==> config.mk <==
export PLATFORM = sky130hd
export DESIGN_NAME = sync_fifo_flags
export DESIGN_NICKNAME = d
export VERILOG_FILES = /design/src/rtl/sync_fifo_flags.sv
export SDC_FILE = /design/constraint.sdc
export NUM_CORES = 2
export LEC_CHECK = 0
export ABC_AREA = 1
export BUFFER_PORTS_ARGS = -buffer_cell sky130_fd_sc_hd__buf_4
export CORE_MARGIN = 10
export CORE_UTILIZATION = 45
export DETAILED_ROUTE_END_ITERATION = 16
export SLEW_MARGIN = 15
export SYNTH_ARGS = -nofsm -noshare
export SYNTH_HDL_FRONTEND = slang
export SYNTH_SLANG_ARGS = --single-unit
export TNS_END_PERCENT = 10
==> constraint.sdc <==
create_clock -name clk -period 2.3 [get_ports clk]
set_clock_uncertainty 0.05 [all_clocks]
set_input_delay 0.345 -clock clk [delete_from_list [all_inputs] [get_ports clk]]
set_output_delay 0.345 -clock clk [all_outputs]
set_load 0.02 [all_outputs]
==> src/rtl/sync_fifo_flags.sv <==
// Single-clock FIFO with registered full/empty/threshold flags, occupancy count
// and sticky overflow/underflow; FWFT selects registered-read or fall-through output.
module sync_fifo_flags #(
  parameter int unsigned DATASIZE      = 12,
  parameter int unsigned ADDRSIZE      = 8,
  parameter int unsigned AFULL_THRESH  = (32'd1 << ADDRSIZE) - 32'd4,
  parameter int unsigned AEMPTY_THRESH = 4,
  parameter int unsigned FWFT          = 0
) (
  input  logic                clk,
  input  logic                reset,
  input  logic                write_enable,
  input  logic [DATASIZE-1:0] write_data,
  input  logic                read_enable,
  input  logic                clear_errors,
  output logic [DATASIZE-1:0] read_data,
  output logic                write_full,
  output logic                read_empty,
  output logic                almost_full,
  output logic                almost_empty,
  output logic [ADDRSIZE:0]   count,
  output logic                overflow,
  output logic                underflow
);

  localparam int unsigned DEPTH = 32'd1 << ADDRSIZE;
  localparam int unsigned CW    = ADDRSIZE + 1;

  logic [DATASIZE-1:0] mem [DEPTH];

  logic [ADDRSIZE-1:0] wr_ptr, rd_ptr;
  logic [ADDRSIZE-1:0] wr_ptr_nxt, rd_ptr_nxt;
  logic [CW-1:0]       count_nxt, count_after_rd;
  logic [DATASIZE-1:0] read_data_nxt;
  logic                wr_acc, rd_acc;
  logic                write_full_nxt, read_empty_nxt;
  logic                almost_full_nxt, almost_empty_nxt;
  logic                overflow_nxt, underflow_nxt;

  // Acceptance uses the registered flags, so a write while full is dropped even
  // when a read frees a slot in the same cycle.
  always_comb begin
    wr_acc         = write_enable & ~write_full;
    rd_acc         = read_enable & ~read_empty;
    wr_ptr_nxt     = wr_ptr;
    rd_ptr_nxt     = rd_ptr;
    if (wr_acc) wr_ptr_nxt = wr_ptr + ADDRSIZE'(1);
    if (rd_acc) rd_ptr_nxt = rd_ptr + ADDRSIZE'(1);
    count_after_rd = rd_acc ? count - CW'(1) : count;
    count_nxt      = wr_acc ? count_after_rd + CW'(1) : count_after_rd;
  end

  // Status flags are registered from the next-state count.
  always_comb begin
    write_full_nxt   = (count_nxt == CW'(DEPTH));
    read_empty_nxt   = (count_nxt == '0);
    almost_full_nxt  = (count_nxt >= CW'(AFULL_THRESH));
    almost_empty_nxt = (count_nxt <= CW'(AEMPTY_THRESH));
  end

  // Sticky errors: a fresh set condition overrides a simultaneous clear.
  always_comb begin
    overflow_nxt  = overflow;
    underflow_nxt = underflow;
    if (clear_errors) begin
      overflow_nxt  = 1'b0;
      underflow_nxt = 1'b0;
    end
    if (write_enable && write_full) overflow_nxt  = 1'b1;
    if (read_enable && read_empty)  underflow_nxt = 1'b1;
  end

  // Fall-through mode presents the next head every cycle; when the head is the
  // word being written right now, it is bypassed straight from write_data.
  always_comb begin
    read_data_nxt = read_data;
    if (FWFT != 0) begin
      if (count_after_rd != '0) begin
        read_data_nxt = mem[rd_ptr_nxt];
      end else if (wr_acc) begin
        read_data_nxt = write_data;
      end
    end else if (rd_acc) begin
      read_data_nxt = mem[rd_ptr];
    end
  end

  always_ff @(posedge clk) begin
    if (reset) begin
      wr_ptr       <= '0;
      rd_ptr       <= '0;
      count        <= '0;
      read_data    <= '0;
      write_full   <= 1'b0;
      read_empty   <= 1'b1;
      almost_full  <= 1'b0;
      almost_empty <= 1'b1;
      overflow     <= 1'b0;
      underflow    <= 1'b0;
    end else begin
      wr_ptr       <= wr_ptr_nxt;
      rd_ptr       <= rd_ptr_nxt;
      count        <= count_nxt;
      read_data    <= read_data_nxt;
      write_full   <= write_full_nxt;
      read_empty   <= read_empty_nxt;
      almost_full  <= almost_full_nxt;
      almost_empty <= almost_empty_nxt;
      overflow     <= overflow_nxt;
      underflow    <= underflow_nxt;
    end
  end

  // Storage is not reset; writes during reset are suppressed.
  always_ff @(posedge clk) begin
    if (wr_acc && !reset) mem[wr_ptr] <= write_data;
  end

endmodule

# After elaboration in Yosys (flattened, before gate mapping)
# Memory sizes are Yosys's and may differ from the RTL's. A register that Yosys moved wholly into a read port is not among the register bits.
# Cells that the tools add are included.
# classes
n_reduce_logical	7
n_eq_ne	1
mux	7
add_sub_neg	4
bitwise	4
n_lt_le_gt_ge	2
# op_table
op	n
9-bit 2-to-1 mux	2
8-bit by 1-bit adder with 8-bit output (second input constant)	2
9-bit by 1-bit adder with 9-bit output (second input constant)	1
9-bit == test (second input constant)	1
9-bit by 8-bit >= comparator with 1-bit output (second input constant)	1
9-bit by 3-bit less-or-equal comparator with 1-bit output (second input constant)	1
9-bit logical NOT	1
9-bit by 1-bit subtractor with 9-bit output (second input constant)	1
1-bit 2-to-1 mux	5
2-bit nonzero test	2
1-bit logical AND	3
1-bit bitwise AND	2
1-bit NOT	2
1-bit logical NOT	1
# word_totals
ram_bits	3072
output_inout_bits	27
memories	1
ff_bits	31
elab_cells	35
# memory_table
memory	depth	word_bits	read_ports	rd_clocked_by_memory_dff	write_ports	line	rtl
mem	256	12	1	1	1	29	logic [DATASIZE-1:0] mem [DEPTH];

# Logic depth before layout (Yosys ltp)
# depth
ltp_word	6
ltp_mapped	21
mapped_depth_nobuf	17

# Least setup slack after synthesis
# OpenSTA, ideal clock, no wires.
# synth_path
path_type	register -> register
from	register write_full
to	memory mem[105][0] (enable)
t_arrival_ns	2.167
setup_time_ns	0.380
stages_incl_launch_ff	8
path_slack_ns	-0.297
path_buffers	2
required_ns	1.870
cell_sequence	dfxtp_1 -> nor2_2 -> inv_2 -> nor2_1 -> buf_2 -> nand2_1 -> clkbuf_1 -> nor2_1
# synth_via
elab_chain_cells	5
# synth_lines
item	line	rtl
start: declaration	17	output logic write_full,
start signal: assignment	105	write_full <= write_full_nxt;
1-bit NOT	43	wr_acc = write_enable & ~write_full;
1-bit bitwise AND	43	
1-bit logical AND	116	if (wr_acc && !reset) mem[wr_ptr] <= write_data;
1-bit 2-to-1 mux	116	
1-bit 2-to-1 mux (not written as such)	116	
end: declaration	29	
# Every way passes these cells.

==> impl_metrics.env <==
export IMPL_placed_cells=16144
export IMPL_clk_path_buf_depth=4
export IMPL_hpwlAfterDp_um=255500
export IMPL_route_detailed_wl_per_inst_um=24.28
export IMPL_io_pins=44
export IMPL_dr_pass1_iters=7
export IMPL_rows=197
export IMPL_rsz0062_at_grt="yes"
export IMPL_fmax_mhz=366.4
export IMPL_synth_area_per_cell_um2=10.93
export IMPL_vias=92225
export IMPL_grt_max_degree=81
export IMPL_worstSetupStartpointType="flip-flop"
export IMPL_worst_slack_ns=-0.4291
export IMPL_port_buffer_count=43
export IMPL_setup_viol=12
export IMPL_finalWeightedCongestion=0.9120
export IMPL_worstSkewPairLatency_ns=0.88
export IMPL_place_ws_ns=-0.8577
export IMPL_crit_path_frequent_cell="nand2_1"
export IMPL_final_common_cell="nand2_1"
export IMPL_slowest_stage="dfxtp_4"
export IMPL_pwr_share_comb=0.093
export IMPL_worstPathRequired_ns=3.03
export IMPL_setup_worst_path_end_class="flip-flop"
export IMPL_ys_seq_area_frac=0.7137
export IMPL_grt_pass1_wl_um=596600
export IMPL_synthArstFlopShare=0
export IMPL_slew_headroom=0.5000
export IMPL_drtIter0Drc=11270
export IMPL_period_share=1.187
export IMPL_die_y_um=558.4
export IMPL_drc=0
export IMPL_hold_viol_final=0
export IMPL_clock_sinks=3115
export IMPL_hold_depth=5
export IMPL_synth_ff_type="edfxtp_1"
export IMPL_drtAntennaViolNets=0
export IMPL_p_int_mw=95.11
export IMPL_outcome="complete, but fails checks"
export IMPL_drive_gt1_frac=0.1542
export IMPL_clkSlewWorstSetupHoldPaths_ns=0.06
export IMPL_fillers=24080
export IMPL_whs_ns=0.2537
export IMPL_peakVddDrop_mv=0.6121
export IMPL_cts_tree="yes"
export IMPL_dieWidth_um=558.4
export IMPL_power_density_mw_per_mm2=791.8
export IMPL_cts_max_level=5
export IMPL_antenna_found_initial=15
export IMPL_hold_class="in -> reg"
export IMPL_start_util=0.4524
export IMPL_synth_edf_count=3072
export IMPL_cellLeakagePower_nw=60.36
export IMPL_area_delta_synth_final_pct=20.72
export IMPL_cts_root_buf="clkbuf_16"
export IMPL_finalNonFillerCells=16795
export IMPL_ys_seq_elements=3115
export IMPL_dieArea_mm2=0.3119
export IMPL_most_common_layout_cells="nand2_1 (3,227), edfxtp_1 (3,072), nor2_1 (1,542)"
export IMPL_grt_pass1_vias=88699
export IMPL_seq_area_mm2=0.09312
export IMPL_slew_violations=0
export IMPL_crit_chain="buf_12 > inv_16 > buf_16 > buf_16 > buf_12 > buf_8 > nand2_1 > nand2_1 > nand2_1 > o21ai_0 > nand2_1 > nand2_2 > inv_1 > nand2_1 > a21oi_1 > nand3_1 > nand3_2 > nand3_1 > nand2_1 > inv_1"
export IMPL_worstPathMaxFanout=7
export IMPL_numCtsBuffers=327
export IMPL_violations="setup timing"
export IMPL_wl_um=407700
export IMPL_tightest_slew_ns=0.7472
export IMPL_seq_power_share=0.501
export IMPL_crit_type="reg -> reg"
export IMPL_coreArea_mm2=0.2884
export IMPL_reg2regPathDepth=20
export IMPL_viasPerCell=5.491
export IMPL_syn_nets=11958
export IMPL_rrSetupSlack_ns=-0.43
export IMPL_max_cap_violations=0
export IMPL_p_sw_mw=29.59
export IMPL_synth_cell_types=38
export IMPL_p_total_mw=124.7
export IMPL_netlist_instances=11934
export IMPL_worst_ep_arrival_time_ns=3.46
export IMPL_grt_total_usage=0.2550
export IMPL_multi_input_area_mm2=0.03172
export IMPL_cpPeakStageDelay_ns=0.39
export IMPL_gr_total_overflow=0
export IMPL_switching_share=0.2373
export IMPL_nNetsFinal=12791
export IMPL_period_needed_ns=2.729
export IMPL_syn_area_mm2=0.1305
export IMPL_clockPowerShare=0.406
export IMPL_synth_warnings=0
-- cell type report --
class / instances / area share
Inverter: 919 / 0.02221
Antenna cell: 2 / 0.00003178
Clock inverter: 164 / 0.008596
Tap cell: 3781 / 0.03004
Timing Repair inverter: 2 / 0.0002304
Clock buffer: 410 / 0.05498
Multi-Input combinational cell: 7212 / 0.2014
Timing Repair Buffer: 1190 / 0.09124
Sequential cell: 3115 / 0.5913
-- per-layer routing --
metal | GRT usage | vias to the layer above | routed length (µm)
li1 | - | 41860 | -
met4 | 0.1036 | 2 | 18800
met5 | 0 | - | 13
met1 | 0.3568 | 45022 | 164500
met3 | 0.04437 | 809 | 39790
met2 | 0.3973 | 4532 | 184600
-- cells by family (layout without fill, tap and decap cells) --
group | count (synthesis) | count (layout) | share of synthesized area
other | 0 | 2 | 0
AO/OA/AOI/OAI | 1086 | 1086 | 0.04475
adder cells (fa/ha/maj) | 7 | 7 | 0.0006713
XOR/XNOR | 3 | 3 | 0.0002014
AND/OR/NAND/NOR | 6116 | 6116 | 0.1872
flip-flops | 3115 | 3115 | 0.7137
buffers and inverters | 1607 | 2685 | 0.05351
-- worst max-delay path, delay by kind of cell (launching register included) --
| family | cells | cell delay (ns) |
|---|---|---|
| buffers and inverters | 8 | 1.01 |
| DFF | 1 | 0.39 |
| AOI/OAI and AO/OA | 2 | 0.25 |
| and+or+nand+nor | 10 | 0.87 |
-- Yosys cell counts (2+ instances only) --
master,n,area share
nand2_1,3332,0.096
edfxtp_1,3072,0.71
nor2_1,1675,0.048
nand3_1,1065,0.041
inv_1,900,0.026
o21ai_0,644,0.025
clkbuf_1,247,0.0071
buf_2,214,0.0082
a21oi_1,157,0.0060
o211ai_1,154,0.0089
o21ai_1,123,0.0047
buf_1,106,0.0030
buf_4,62,0.0036
buf_6,58,0.0050
dfxtp_1,43,0.0066
or2_2,15,0.00072
clkinv_1,11,0.00032
and3_1,7,0.00034
ha_1,7,0.00067
inv_2,7,0.00020
nor3_1,7,0.00027
nand4_1,4,0.00019
nor3_2,3,0.00023
o22ai_1,3,0.00014
xor2_1,3,0.00020
nor2_2,2,0.000096
nor4_1,2,0.000096
-- stage by stage --
stage / TNS, ns / area [µm²] / utilization
floorplan: -104.82 / 130800 / -
global placement: -8.270 / 144900 / 0.5024
detailed placement: -7.860 / 144900 / 0.5024
CTS: -3.921 / 157300 / 0.5453
global route: -5.712 / 157500 / 0.5461
finish: -4.699 / 157500 / 0.5461
-- repair_timing --
action,4_1_cts,5_1_grt
endpoints found under the hold margin,441,0
hold buffers,18,0
buffers inserted,32,4
gates cloned,23,1
endpoints found under the setup margin,28,67
pin swaps,43,7
gates resized for setup,320,54
-- path summary, 6_finish.rpt --
| check | start | to |
|---|---|---|
| setup / recovery | rd_ptr[0] | read_data[4] |
| hold / removal | clear_errors | underflow |
| setup reg to reg | rd_ptr[0] | read_data[4] |
| hold reg to reg | underflow | underflow |
-- power by group through the flow --
stage / Sequential [mW] / Combinational (mW) / Clock, mW
finish: 62.5 / 11.6 / 50.6
global route: 62.5 / 12.4 / 53.5
detailed placement: 63.7 / 10.5 / 0
floorplan: 63.7 / 5.25 / 0
global placement: 63.7 / 10.4 / 0
CTS: 62.5 / 11.3 / 51.1
-- registers in the layout, indices dropped and copies added, names as in the netlist --
name and flops:
underflow 1, rd_ptr 8, mem 3072, wr_ptr 8, read_data 12, overflow 1, almost_full 1, almost_empty 1
count 9, write_full 1, read_empty 1
No activity file was read; power rests on OpenSTA's default activity.
